**config.mk**
```make
export PLATFORM = sky130hd
export DESIGN_NAME = dump_ctrl
export DESIGN_NICKNAME = d
export VERILOG_FILES = /design/src/rtl/dump_ctrl.sv
export SDC_FILE = /design/constraint.sdc
export NUM_CORES = 1
export LEC_CHECK = 0
export BUFFER_PORTS_ARGS = -buffer_cell sky130_fd_sc_hd__clkbuf_2
export CORE_MARGIN = 5
export CORE_UTILIZATION = 46
export CTS_CLUSTER_DIAMETER = 200
export DETAILED_ROUTE_END_ITERATION = 8
export MAX_ROUTING_LAYER = met4
export PLACE_DENSITY = 0.76
export RECOVER_POWER = 100
export SETUP_SLACK_MARGIN = 0.3
export SYNTH_ARGS = -nofsm -noshare
export SYNTH_HDL_FRONTEND = slang
export SYNTH_SLANG_ARGS = --single-unit
```
**constraint.sdc**
```tcl
create_clock -name clk -period 4.3 [get_ports clk]
set_clock_uncertainty 0.2 [all_clocks]
set_input_delay 0.86 -clock clk [delete_from_list [all_inputs] [get_ports clk]]
set_output_delay 0.86 -clock clk [all_outputs]
set_load 0.01 [all_outputs]
```
**src/rtl/dump_ctrl.sv**
```systemverilog
// rtl/dump_ctrl.sv - capture RAM readout engine feeding the UART byte handshake
// Optional feature: define DUMP_HEADER_EN to prefix each dump with a 0xA0|channel header byte.
module dump_ctrl #(
    parameter int DEPTH  = 512,
    parameter int ADDR_W = 9,
    parameter int DATA_W = 8
) (
    input  logic              clk,
    input  logic              rst_n,
    input  logic              dump_start_i,
    input  logic [1:0]        dump_ch_i,
    input  logic              capture_valid_i,
    input  logic [ADDR_W-1:0] trace_end_i,
    output logic              ram_en_o,
    output logic [ADDR_W-1:0] ram_addr_o,
    output logic [1:0]        ram_ch_o,
    input  logic [DATA_W-1:0] ram_rdata_i,
    output logic [DATA_W-1:0] tx_data_o,
    output logic              trmt_o,
    input  logic              tx_done_i,
    output logic              dump_busy_o,
    output logic              dump_done_o,
    output logic              dump_err_o
);

    localparam logic [ADDR_W-1:0] LAST = ADDR_W'(DEPTH - 1);

    typedef enum logic [2:0] {
        S_IDLE,
        S_RD,
        S_LOAD,
        S_SEND,
        S_WAIT,
        S_HDR
    } state_t;

    state_t              state_q;
    logic [ADDR_W-1:0]   cnt_q;
    logic [ADDR_W-1:0]   addr_q;
    logic [ADDR_W-1:0]   start_addr_d;
    logic [ADDR_W-1:0]   next_addr_d;
    logic [1:0]          ch_q;
    logic                ram_en_q;
    logic [DATA_W-1:0]   tx_data_q;
    logic                trmt_q;
    logic                busy_q;
    logic                done_q;
    logic                err_q;

`ifdef DUMP_HEADER_EN
    logic [DATA_W-1:0]   hdr_byte;
    assign hdr_byte = DATA_W'({6'b101000, dump_ch_i});
`endif

    // Circular-buffer address arithmetic: oldest sample sits just after trace_end.
    always_comb begin
        start_addr_d = (trace_end_i == LAST) ? '0 : trace_end_i + ADDR_W'(1);
        next_addr_d  = (addr_q == LAST) ? '0 : addr_q + ADDR_W'(1);
    end

    // Readout sequencer: read, load, strobe, wait for the UART, repeat DEPTH times.
    always_ff @(posedge clk or negedge rst_n) begin
        if (!rst_n) begin
            state_q   <= S_IDLE;
            cnt_q     <= '0;
            addr_q    <= '0;
            ch_q      <= '0;
            ram_en_q  <= 1'b0;
            tx_data_q <= '0;
            trmt_q    <= 1'b0;
            busy_q    <= 1'b0;
            done_q    <= 1'b0;
            err_q     <= 1'b0;
        end else begin
            trmt_q   <= 1'b0;
            done_q   <= 1'b0;
            err_q    <= 1'b0;
            ram_en_q <= 1'b0;
            case (state_q)
                S_IDLE: begin
                    if (dump_start_i) begin
                        if (capture_valid_i) begin
                            ch_q   <= dump_ch_i;
                            addr_q <= start_addr_d;
                            cnt_q  <= '0;
                            busy_q <= 1'b1;
`ifdef DUMP_HEADER_EN
                            tx_data_q <= hdr_byte;
                            trmt_q    <= 1'b1;
                            state_q   <= S_HDR;
`else
                            ram_en_q <= 1'b1;
                            state_q  <= S_RD;
`endif
                        end else begin
                            err_q <= 1'b1;
                        end
                    end
                end
                S_HDR: begin
                    // A tx_done coincident with the header strobe belongs to no byte.
                    if (tx_done_i && !trmt_q) begin
                        ram_en_q <= 1'b1;
                        state_q  <= S_RD;
                    end
                end
                S_RD: begin
                    state_q <= S_LOAD;
                end
                S_LOAD: begin
                    tx_data_q <= ram_rdata_i;
                    trmt_q    <= 1'b1;
                    state_q   <= S_SEND;
                end
                S_SEND: begin
                    state_q <= S_WAIT;
                end
                S_WAIT: begin
                    if (tx_done_i) begin
                        if (cnt_q == LAST) begin
                            done_q  <= 1'b1;
                            busy_q  <= 1'b0;
                            state_q <= S_IDLE;
                        end else begin
                            cnt_q    <= cnt_q + ADDR_W'(1);
                            addr_q   <= next_addr_d;
                            ram_en_q <= 1'b1;
                            state_q  <= S_RD;
                        end
                    end
                end
                default: begin
                    state_q <= S_IDLE;
                end
            endcase
        end
    end

    assign ram_en_o    = ram_en_q;
    assign ram_addr_o  = addr_q;
    assign ram_ch_o    = ch_q;
    assign tx_data_o   = tx_data_q;
    assign trmt_o      = trmt_q;
    assign dump_busy_o = busy_q;
    assign dump_done_o = done_q;
    assign dump_err_o  = err_q;

endmodule
```
==> results of run 1 <==
## cells in the mapped netlist, types with 2 or more instances
library cell / instances / area, sq um
nand2_1: 12 / 45.0
o221ai_1: 2 / 17.5
a21oi_1: 6 / 30.0
a31oi_1: 2 / 12.5
inv_1: 3 / 11.3
and3_1: 5 / 31.3
nand3_1: 8 / 40.0
dfrtp_1: 36 / 901
buf_2: 3 / 15.0
o21ai_1: 7 / 35.0
o21ai_0: 3 / 15.0
o22ai_1: 2 / 12.5
nor3b_1: 3 / 22.5
mux2_2: 10 / 113
xor2_1: 4 / 35.0
a2111oi_0: 2 / 17.5
nor2_1: 26 / 97.6
ha_1: 6 / 75.1
a32o_1: 2 / 20.0
xnor2_1: 9 / 78.8
clkbuf_1: 5 / 18.8
nand4_1: 4 / 25.0
nor3_1: 2 / 10.0
buf_6: 2 / 22.5
## worst max-delay path, stage by stage (launching register included)
cell and delay, ns:
dfrtp_1 0.43, ha_1 0.24, and3_1 0.22, and3_1 0.20, and3_1 0.18, ha_1 0.16, or4b_1 0.74, or4_1 0.53
o211ai_1 0.11
## where the power goes
group	total (mW)	internal, mW	leakage, nW	switching [mW]
combinational	0.499	0.221	0.453	0.278
clock	0.233	0.116	0.0424	0.117
sequential	0.607	0.469	0.454	0.139
## metrics by stage
stage	total power, mW	cells
after floorplan	0.971	186
after global placement	1.14	274
after detailed placement	1.16	274
after CTS	1.39	282
after global routing	1.43	282
final	1.34	282
## final timing paths
check	startpoint	to	slack [ns]
worst max register to register	ram_addr_o[0]	ram_addr_o[5]	1.19
max in group asynchronous	rst_n	cnt_q[0]	1.92
min in group asynchronous	rst_n	tx_data_o[1]	0.89
worst max-delay path	ram_addr_o[0]	ram_addr_o[5]	1.19
worst min-delay path	trmt_o	ram_en_o	0.28
worst min register to register	trmt_o	ram_en_o	0.28
## cells by family after synthesis
kind of cell               after synthesis  synth area share [%]
DFF                                     36                  47.4
muxes                                   10                  5.93
xor gates and xnor gates                13                  5.99
adders and majority gates                6                  3.95
and+or+nand+nor                         70                  18.8
buffers and inverters                   13                  3.56
AOI/OAI and AO/OA                       38                  14.3
## state kept, by name, indices dropped and copies added, names as in the netlist
register and flops:
dump_busy_o 1, state_q 3, dump_done_o 1, ram_en_o 1, trmt_o 1, ram_ch_o 2
ram_addr_o 9, cnt_q 9, tx_data_o 8, dump_err_o 1
## per-layer routing
layer	share of wire, %	routed length [um]	up-vias
li1	-	-	766
met1	45	1870	734
met2	48	1990	38
met3	5.8	240	5
met4	0.94	39	0
met5	0	0	-
## area by class of cell
class | count | area [sq um] | area share [%]
clock inverters | 1 | 8.76 | 0.400
clock buffers | 7 | 76.3 | 3.49
inverters | 3 | 11.3 | 0.515
well taps | 50 | 62.6 | 2.86
repair buffers | 48 | 208 | 9.49
multi-input cells | 137 | 921 | 42.1
flip-flops and latches | 36 | 901 | 41.2
==> impl_metrics.env, run 1 <==
export IMPL_outcome="complete, but fails checks"
export IMPL_violations="max-capacitance violations, max-slew violations"
export IMPL_dpl_instance_area_sq_um=2150
export IMPL_clk_insertion_delay_late_ns=0.28
export IMPL_wire_per_inst_um=14.7
export IMPL_ant_nets=0
export IMPL_firstDrtPassIters=4
export IMPL_ys_flop_type="dfrtp_1"
export IMPL_antenna_found_initial=0
export IMPL_tritoncts="done"
export IMPL_hold_viol_final=0
export IMPL_final_cell_mix="dfrtp_1, clkbuf_1, nor2_1"
export IMPL_crit_type="flop to flop"
export IMPL_arrival_ns=3.11
export IMPL_die_w_um=74.3
export IMPL_post_cts_setup_buffers=0
export IMPL_reg2reg_depth=8
export IMPL_nFillCells=380
export IMPL_utilization_pct=54.7
export IMPL_via_count=1543
export IMPL_hold_ws_ns=0.282
export IMPL_drive_gt1_share_pct=17.2
export IMPL_tns_ns=0
export IMPL_p_per_area_nw_per_um2=612
export IMPL_cp_end_kind="flop"
export IMPL_place_congestion=0.834
export IMPL_gr_total_overflow=0
export IMPL_use_met1_pct=20.4
export IMPL_clk_pin_slew_ns=0.07
export IMPL_hold_class="flop to flop"
export IMPL_dp_slack_ns=1.24
export IMPL_synth_distinct_cells=46
export IMPL_slew_headroom_pct=-25.7
export IMPL_timing_fmax_mhz=322
export IMPL_avgSynthCellArea_sq_um=10.2
export IMPL_portBuffers=47
export IMPL_drtIter0Drc=74
export IMPL_holdBufCountCts=0
export IMPL_htreeDepth=2
export IMPL_synth_edff_count=0
export IMPL_worst_pin_slew_ns=1.88
export IMPL_fp_dieH_um=74.3
export IMPL_cts_buffer_depth=2
export IMPL_syn2layout_area_growth_pct=15.2
export IMPL_synth_seq_cells=36
export IMPL_setup_ws_ns=1.19
export IMPL_synth_net_count=216
export IMPL_initial_utilization_pct=47.5
export IMPL_synth_seq_area_share_pct=47.4
export IMPL_post_route_period_util_pct=72.3
export IMPL_grt_use_total_pct=16.4
export IMPL_rows=23
export IMPL_cap_violations=1
export IMPL_cts_repair_resize_count=0
export IMPL_num_nets_final=261
export IMPL_grt_most_used_layer="met2"
export IMPL_finalSetupViolCount=0
export IMPL_grt_pass1_vias=1502
export IMPL_grt_max_degree=37
export IMPL_worstPathMaxFanout=14
export IMPL_hold_path_cell_count=1
export IMPL_core_sq_um=4000
export IMPL_cts_sinks=36
export IMPL_ios=48
export IMPL_synth_area_sq_um=1900
export IMPL_ir_worst_vdd_uv=357
export IMPL_numCtsBuffers=5
export IMPL_dieArea_sq_um=5510
export IMPL_use_met2_pct=26.7
export IMPL_async_reset_ff_share_pct=100
export IMPL_cts_root_buf="clkbuf_8"
export IMPL_diodes=0
export IMPL_drc=0
export IMPL_stdcell_area_sq_um=2190
export IMPL_grtUsageMet3_pct=3.78
export IMPL_rsz0062_at_grt="no"
export IMPL_critical_path_required_ns=4.30
export IMPL_final_common_cell="dfrtp_1"
export IMPL_hpwl_um=3040
export IMPL_routed_wl_um=4130
export IMPL_cp_start_kind="flop"
export IMPL_drv_slew=37
export IMPL_grt_pass1_wl_um=6730
export IMPL_routed_via_density=5.47
export IMPL_leakagePower_nw=0.949
export IMPL_ys_warn_count=0
export IMPL_syn_inst=186
export IMPL_fin_crit_ns=3.11
(Power assumes the default switching activity.)
==> run 2: changes to the inputs <==
--- a/config.mk
+++ b/config.mk
@@ -5,13 +5,14 @@
 export SDC_FILE = /design/constraint.sdc
 export NUM_CORES = 1
 export LEC_CHECK = 0
+export ABC_AREA = 1
 export BUFFER_PORTS_ARGS = -buffer_cell sky130_fd_sc_hd__clkbuf_2
 export CORE_MARGIN = 5
 export CORE_UTILIZATION = 46
 export CTS_CLUSTER_DIAMETER = 200
 export DETAILED_ROUTE_END_ITERATION = 8
 export MAX_ROUTING_LAYER = met4
-export PLACE_DENSITY = 0.76
+export PLACE_DENSITY = 0.75
 export RECOVER_POWER = 100
 export SETUP_SLACK_MARGIN = 0.3
 export SYNTH_ARGS = -nofsm -noshare
==> constraint.sdc (replaced) <==
create_clock -name clk -period 3.2 [get_ports clk]
set_clock_uncertainty 0.2 [all_clocks]
set_input_delay 0.64 -clock clk [delete_from_list [all_inputs] [get_ports clk]]
set_output_delay 0.64 -clock clk [all_outputs]
set_load 0.01 [all_outputs]
==> run 2 against run 1 <==
Effect of this change: sequential power grew 28%; non-clock buffer count shrank 1; largest power group unchanged; the run still ends with max-capacitance violations, max-slew violations left; first-iteration DRC count shrank 19%; largest cell class unchanged; highest routed layer unchanged.
==> impl_metrics.env, run 2 <==
export IMPL_outcome="complete, but fails checks"
export IMPL_violations="max-capacitance violations, max-slew violations"
export IMPL_portBuffers=47
export IMPL_drive_gt1_share_pct=10.9
export IMPL_r2r_end="ram_en_o"
export IMPL_hold_path_cell_count=2
export IMPL_reg2reg_depth=11
export IMPL_grt_pass1_wl_um=8160
export IMPL_fin_crit_ns=2.60
export IMPL_ys_warn_count=0
export IMPL_avgSynthCellArea_sq_um=7.19
export IMPL_cts_root_buf="clkbuf_8"
export IMPL_dieArea_sq_um=5930
export IMPL_place_congestion=0.867
export IMPL_cp_num_buf_inv=1
export IMPL_crit_family="simple AND/OR/NAND/NOR gates"
export IMPL_antenna_found_initial=0
export IMPL_grt_pass1_vias=1905
export IMPL_synth_distinct_cells=26
export IMPL_diodes=0
export IMPL_grt_use_total_pct=16.9
export IMPL_syn_inst=287
export IMPL_hold_class="flop to flop"
export IMPL_initial_utilization_pct=47.4
export IMPL_final_common_cell="nand2_1"
export IMPL_hold_start="dump_busy_o"
export IMPL_htreeDepth=2
export IMPL_dp_slack_ns=0.766
export IMPL_cpPeakStageDelay_ns=0.50
export IMPL_synthTopCellsByCount="nand2_1, dfrtp_1, nor2_1"
export IMPL_wire_per_inst_um=11.4
export IMPL_ys_flop_type="dfrtp_1"
export IMPL_crit_type="flop to flop"
export IMPL_rsz0062_at_grt="no"
export IMPL_r2r_slack_ns=0.60
export IMPL_syn2layout_area_growth_pct=14.9
export IMPL_synth_adder_area_share_pct=3.64
export IMPL_arrival_ns=2.52
export IMPL_setup_ws_ns=0.604
export IMPL_cp_common_cell="nand2_1"
export IMPL_ir_worst_vdd_uv=414
export IMPL_cp_start_kind="flop"
export IMPL_synth_area_sq_um=2060
export IMPL_routed_via_density=4.87
export IMPL_cts_repair_resize_count=0
export IMPL_clk_pin_slew_ns=0.08
export IMPL_synth_xor_area_share_pct=1.70
export IMPL_clk_insertion_delay_late_ns=0.29
export IMPL_yosysMostFrequentCell="nand2_1"
export IMPL_yosys_area_share_simple_pct=39.8
export IMPL_cp_end_kind="flop"
export IMPL_synth_top_cell_area_share_pct=43.6
export IMPL_worstPathMaxFanout=19
export IMPL_fp_dieH_um=77.0
export IMPL_crit_path_top_delay_cell="nand2_1"
export IMPL_p_per_area_nw_per_um2=795
export IMPL_worst_pin_slew_ns=1.88
export IMPL_num_nets_final=367
export IMPL_drv_slew=37
export IMPL_async_reset_ff_share_pct=100
export IMPL_muxShareOfSynthArea_pct=0
export IMPL_crit_path_cell_trace="ha_1 -> nand2_1 -> inv_1 -> nand4_1 -> nor2_1 -> ha_1 -> nand2_1 -> nor2_1 -> nor2_2 -> nand2_1 -> o31ai_1"
export IMPL_nFillCells=449
export IMPL_rows=24
export IMPL_drc=0
export IMPL_hold_viol_final=0
export IMPL_synth_compound_gate_area_share_pct=4.48
export IMPL_timing_fmax_mhz=385
export IMPL_synth_top_family_by_area="simple AND/OR/NAND/NOR gates"
export IMPL_whs_endpoint="dump_busy_o"
export IMPL_r2r_start="cnt_q[0]"
export IMPL_slew_headroom_pct=-25.2
export IMPL_synthTopCellsByArea="dfrtp_1, nand2_1, nor2_1, nand3_1, inv_1"
export IMPL_cts_buffer_depth=2
export IMPL_synth_seq_area_share_pct=43.6
export IMPL_hpwl_um=3310
export IMPL_cap_violations=1
export IMPL_ant_nets=0
export IMPL_final_cell_mix="nand2_1, dfrtp_1, nor2_1"
export IMPL_finalSetupViolCount=0
export IMPL_post_route_period_util_pct=81.1
export IMPL_firstDrtPassIters=4
export IMPL_die_w_um=77.0
export IMPL_ios=48
export IMPL_post_cts_setup_buffers=0
export IMPL_via_count=1898
export IMPL_synth_seq_cells=36
export IMPL_gr_total_overflow=0
export IMPL_tns_ns=0
export IMPL_grt_max_degree=37
export IMPL_core_sq_um=4350
export IMPL_routed_wl_um=4440
export IMPL_p_total_mw=1.89
export IMPL_critical_path_required_ns=3.12
export IMPL_tritoncts="done"
export IMPL_cts_sinks=36
export IMPL_numCtsBuffers=5
export IMPL_holdBufCountCts=0
export IMPL_leakagePower_nw=1.29
export IMPL_synth_edff_count=0
export IMPL_yosysTopAreaCell="dfrtp_1"
export IMPL_drtIter0Drc=60
export IMPL_synth_net_count=317
[run 2: cell count changes after synthesis, sizes merged, moves of 4 or more]
cell / previous run / this run
and3: 5 / 0
nand3: 8 / 21
mux2: 10 / 0
clkbuf: 5 / 0
nor3b: 4 / 0
nor2: 26 / 32
xnor2: 9 / 1
a21oi: 6 / 1
nand2: 12 / 134
inv: 3 / 26
[run 2: cell families after synthesis]
| family | Yosys count |
|---|---|
| and+or+nand+nor | 195 |
| DFF | 36 |
| adders and majority gates | 6 |
| buffers and inverters | 31 |
| xor gates and xnor gates | 4 |
| AOI/OAI and AO/OA | 15 |
[run 2: worst max-delay path by stage]
stage              startpoint            end  slack (ns)  cells after the start
2_1_floorplan  trace_end_i[0]  ram_addr_o[3]        1.12                     13
3_3_place_gp   trace_end_i[0]  ram_addr_o[3]        0.85                     14
3_5_place_dp   trace_end_i[0]  ram_addr_o[3]        0.77                     14
4_1_cts              cnt_q[0]       cnt_q[7]        0.85                     11
5_1_grt              cnt_q[0]       ram_en_o        0.32                     11
6_report             cnt_q[0]       ram_en_o        0.60                     11
[run 2: power breakdown]
group	switching, mW	leakage, nW	internal [mW]
clock network	0.159	0.0455	0.176
logic	0.511	0.784	0.262
registers	0.155	0.466	0.622
[run 2: cell type report]
type / count / area, sq um / area share (%)
multi-input cells: 220 / 1010 / 42.7
flip-flops and latches: 36 / 901 / 38.0
repair buffers: 47 / 203 / 8.54
inverters: 27 / 101 / 4.27
clock buffers: 8 / 90.1 / 3.80
well taps: 52 / 65.1 / 2.74
[run 2: per-layer routing]
metal,up-vias,share of wire [%],GRT usage (%),routed length (um)
li1,993,-,-,-
met1,834,49,21.9,2160
met2,58,42,25.8,1880
met3,13,6.6,4.57,291
met4,0,2.5,5.67,111
met5,-,0,-,0
[run 2: worst min-delay path: stages, from the launching register on]
cell and delay, ns:
dfrtp_1 0.34, nand2_1 0.06, nand2_1 0.05
[run 2: through the flow]
step | cells | area, sq um | util [%] | hold slack, ns
finish | 390 | 2370 | 54.5 | 0.280
global route | 390 | 2370 | 54.5 | 0.306
CTS | 390 | 2420 | 55.5 | 0.288
detailed placement | 382 | 2330 | 53.4 | 0.270
global placement | 382 | 2330 | 53.4 | 0.261
floorplan | 287 | 2060 | - | 0.144
